## config.mk

```make
export PLATFORM = sky130hd
export DESIGN_NAME = axi_read_responder
export DESIGN_NICKNAME = d
export VERILOG_FILES = /design/src/rtl/axi_read_responder.sv
export SDC_FILE = /design/constraint.sdc
export NUM_CORES = 1
export LEC_CHECK = 0
export BUFFER_PORTS_ARGS = -buffer_cell sky130_fd_sc_hd__buf_4
export CAP_MARGIN = 20
export CORE_MARGIN = 1.5
export CORE_UTILIZATION = 41
export CTS_CLUSTER_SIZE = 30
export DETAILED_ROUTE_END_ITERATION = 8
export GPL_TIMING_DRIVEN = 0
export PLACE_DENSITY = 0.76
export REMOVE_ABC_BUFFERS = 1
export SLEW_MARGIN = 20
export SYNTH_ARGS = -nofsm -noshare
export SYNTH_HDL_FRONTEND = slang
export SYNTH_SLANG_ARGS = --single-unit
```

## constraint.sdc

```tcl
create_clock -name clk -period 1.8 [get_ports clk]
set_input_delay 0.18 -clock clk [delete_from_list [all_inputs] [get_ports clk]]
set_output_delay 0.18 -clock clk [all_outputs]
set_load 0.005 [all_outputs]
```

## src/rtl/axi_read_responder.sv

```systemverilog
// Slave-side AXI read engine: one AR request in, full R burst out of a synchronous SRAM.
// Optional AXI_RD_ERR_EN: out-of-range addresses return SLVERR beats without touching the SRAM.
module axi_read_responder #(
    parameter int IDS_W  = 8,
    parameter int DATA_W = 32,
    parameter int ADDR_W = 32,
    parameter int MEM_AW = 14
) (
    input  logic              clk,
    input  logic              rst,
    input  logic [IDS_W-1:0]  ARID_S,
    input  logic [ADDR_W-1:0] ARADDR,
    input  logic [3:0]        ARLEN,
    input  logic [2:0]        ARSIZE,
    input  logic [1:0]        ARBURST,
    input  logic              ARVALID,
    output logic              ARREADY,
    output logic [IDS_W-1:0]  RID_S,
    output logic [DATA_W-1:0] RDATA,
    output logic [1:0]        RRESP,
    output logic              RLAST,
    output logic              RVALID,
    input  logic              RREADY,
    output logic              mem_cs,
    output logic [MEM_AW-1:0] mem_addr,
    input  logic [DATA_W-1:0] mem_rdata
);
    typedef enum logic [1:0] {IDLE, FETCH, DATA} state_t;

    state_t            state;
    logic [3:0]        len;
    logic [3:0]        cnt;
    logic              fixed;
    logic              err;
    logic [MEM_AW-1:0] waddr;
    logic [MEM_AW-1:0] waddr_nxt;
    logic              req_err;
    logic              unused_ok;

`ifdef AXI_RD_ERR_EN
    assign req_err = |ARADDR[ADDR_W-1:MEM_AW+2];
`else
    assign req_err = 1'b0;
`endif

    // Size is fixed at one word; byte offset and (without error mode) upper bits alias away.
    assign unused_ok = ^{ARADDR[ADDR_W-1:MEM_AW+2], ARADDR[1:0], ARSIZE};

    // Word address wraps naturally at 2**MEM_AW.
    assign waddr_nxt = fixed ? waddr : waddr + 1'b1;

    always_ff @(posedge clk or negedge rst) begin
        if (!rst) begin
            state    <= IDLE;
            ARREADY  <= 1'b1;
            RVALID   <= 1'b0;
            RLAST    <= 1'b0;
            RDATA    <= '0;
            RID_S    <= '0;
            RRESP    <= 2'b00;
            mem_cs   <= 1'b0;
            mem_addr <= '0;
            len      <= '0;
            cnt      <= '0;
            fixed    <= 1'b0;
            err      <= 1'b0;
            waddr    <= '0;
        end else begin
            case (state)
                IDLE: begin
                    if (ARVALID) begin
                        RID_S    <= ARID_S;
                        len      <= ARLEN;
                        fixed    <= (ARBURST == 2'b00);
                        err      <= req_err;
                        cnt      <= '0;
                        waddr    <= ARADDR[MEM_AW+1:2];
                        mem_addr <= ARADDR[MEM_AW+1:2];
                        mem_cs   <= ~req_err;
                        ARREADY  <= 1'b0;
                        state    <= FETCH;
                    end
                end
                FETCH: begin
                    mem_cs <= 1'b0;
                    state  <= DATA;
                end
                DATA: begin
                    if (!RVALID) begin
                        // SRAM data is valid this cycle; capture and hold it for the stall window.
                        RDATA  <= err ? '0 : mem_rdata;
                        RRESP  <= err ? 2'b10 : 2'b00;
                        RLAST  <= (cnt == len);
                        RVALID <= 1'b1;
                    end else if (RREADY) begin
                        RVALID <= 1'b0;
                        if (RLAST) begin
                            RLAST   <= 1'b0;
                            ARREADY <= 1'b1;
                            state   <= IDLE;
                        end else begin
                            cnt      <= cnt + 4'd1;
                            waddr    <= waddr_nxt;
                            mem_addr <= waddr_nxt;
                            mem_cs   <= ~err;
                            state    <= FETCH;
                        end
                    end
                end
                default: state <= IDLE;
            endcase
        end
    end
endmodule

```

==> run summary <==
Final ANT Viol Nets = 0
Hold path cells = 2
Top cells by area, synth = dfrtp_1 55%, mux2_2 11%, nand2_1 6.8%
Post-synth top cells = 68 x dfrtp_1, 56 x nand2_1, 30 x mux2_2
RD Place Congestion = 0.8666
Clock Path Buffers = 2
Vias in the first global route = 2700
Worst Skew = 0.006362 ns
Worst min path class = input port to flop
Die Y = 89.66 µm
Prevailing post-synth register cell = dfrtp_1
Worst-Skew Late Latency = 0.34 ns
Pwr dens = 1727 mW/mm²
Hold Worst Slack = 0.01918 ns
Worst vdd ir = 0.0009990 V
Number of synthesized flops with an enable pin = 0
Final Hold Vio Count = 0
DRC violations left = 0
Largest net degree at the start of global routing = 70
Routed len/inst = 14.75 µm
Antenna violations before repair = 0
Ys Warns = 0
Clk Tree Root Cell = clkbuf_8
Pre-CTS WS = -0.3614 ns
Relative slew slack = 0.4190
Num rows = 31
Diodes inserted = 0
RSZ-0062 raised after global routing = false
Via/cell ratio = 5.102
Drt first-iter violations = 100
Drt first pass iters = 4
Synth cell types = 44
Static Leak = 2.122 nW
HPWL after detailed placement = 5249 µm
Synth area leader = dfrtp_1
CP max-delay cell = or4_1
Critical path, cell by cell = nand4_1 -> or4_1 -> o32ai_2 -> a211oi_1
Setup crit start kind = flop
Gr usage total = 0.1979
Max_cap viols = 0
Count of pins over their slew limit = 0
Die W = 89.66 µm
Sequential element share of the synthesized area = 0.5612
Layout cell share with drive strength beyond 1 = 0.4702
IO Port Bufs = 121
Period utilisation layout = 0.9544
Total gr overflow = 0
Syn_area_per_cell = 10.77 µm²
Mapped Area = 0.003079 mm²
Worst endpoint required time = 2.01 ns
CTS tree = yes
Full die area = 0.008039 mm²
Critical Path End Type = flop
DR vias = 2643
Setup violations, final = 0
Starting Density = 0.4245
CTS buffer count = 9
Most frequent cell after synthesis = dfrtp_1
Post-DP Area = 0.004083 mm²
Crit Path Max Fanout = 7
Drt total wl = 7641 µm
H-Tree Level Count = 3
Final net count = 501
# clock sinks = 69
Worst Path Class, Setup = flop to flop
# IOs = 145
Post-layout min period = 1.718 ns
Synth top area share = 0.5526
Core ar. = 0.007253 mm²
First-pass GRT wire length = 12050 µm
Final Util = 0.6188
Final instance area = 0.004488 mm²
Layout area overhead = 45.75%
Worst EP arrival = 1.93 ns
Status = finished, final reports clean
Post-synthesis cell count = 286
Worst slew pin tran = 0.8714 ns
Register bit total from synthesis = 69
Post-synthesis async set-or-reset flop share = 1.000
Max stage delay on crit path = 0.62 ns
Worst-path clk slew = 0.08 ns
Post-route setup slack = 0.08217 ns
Reg2reg path depth = 4
Final Power = 7.751 mW
F_max = 582.1 MHz
==> placed cells by master (no fill, tap or decap), types with 4 or more instances in the layout <==
cell	n
nand2_1	56
inv_1	6
dfrtp_2	6
a21oi_1	17
buf_4	129
nand3_1	10
mux2_2	30
o22ai_1	4
nor2_1	9
clkbuf_8	11
dfrtp_1	62
o21ai_0	10
==> worst max-delay path: cells and delay by family, from the launching register on <==
kind / cells / cell delay [ns]
flip-flops: 1 / 0.42
AND/OR/NAND/NOR: 2 / 0.82
AO/OA/AOI/OAI: 2 / 0.35
==> final timing paths <==
path	start	end	slack (ns)
max	mem_addr[3]	mem_addr[13]	0.08
min	ARBURST[1]	fixed	0.02
max reg2reg	mem_addr[3]	mem_addr[13]	0.08
min reg2reg	RID_S[6]	RID_S[6]	0.48
max in group asynchronous	rst	mem_addr[0]	0.70
min in group asynchronous	rst	mem_addr[13]	0.50
==> cell type report <==
| cell class | instances | area [µm²] |
|---|---|---|
| clock buffer | 11 | 151.4 |
| clock inverter | 5 | 82.58 |
| fill | 597 | 2765 |
| inverter | 6 | 22.52 |
| multi-input combinational | 195 | 1339 |
| sequential | 69 | 1735 |
| tap | 99 | 123.9 |
| timing repair buffer | 133 | 1033 |
==> flip-flops by register name (all words and copies together), names as in the netlist <==
register  count
RID_S         8
RDATA        32
fixed         1
RVALID        1
len           4
mem_addr     14
cnt           4
ARREADY       1
state         2
RLAST         1
mem_cs        1
==> what timing repair did <==
item                                    4_1_cts  5_1_grt
pin swaps                                     3        3
endpoints found under the setup margin       56       12
hold endpoints to repair                     55        0
setup buffers                                 5        4
gates resized for setup                       9        9
hold buffers                                  1        0
cloned                                        1        0
==> logic make-up after synthesis <==
logic type / after synthesis / synth area share
xor gates and xnor gates: 6 / 0.01707
DFF: 69 / 0.5612
buffers and inverters: 24 / 0.03616
other: 1 / 0.001218
adders and majority gates: 2 / 0.008125
AOI/OAI and AO/OA: 53 / 0.1117
and+or+nand+nor: 98 / 0.1439
muxes: 33 / 0.1207
==> power by group <==
| part | leakage (nW) | switching (mW) | internal (mW) |
|---|---|---|---|
| Clock | 0.120 | 0.595 | 0.859 |
| Combinational | 1.18 | 1.43 | 1.88 |
| Sequential | 0.823 | 0.678 | 2.31 |
| Total | 2.12 | 2.70 | 5.05 |
==> metal layers <==
metal  vias to the layer above  wire length (µm)  track usage
met5                         -                 0            0
met2                       117              3717       0.3155
li1                       1263                 -            -
met3                        23               636      0.06399
met4                         0               243       0.1021
met1                      1240              3044       0.2403
==> through the flow <==
stage	setup TNS, ns	std cells
6_report	0	518
5_1_grt	0	518
4_1_cts	0	514
3_5_place_dp	-8.826	491
3_3_place_gp	-66.45	489
2_1_floorplan	-32.71	269
Note: power is estimated with default switching activity, not from simulation.
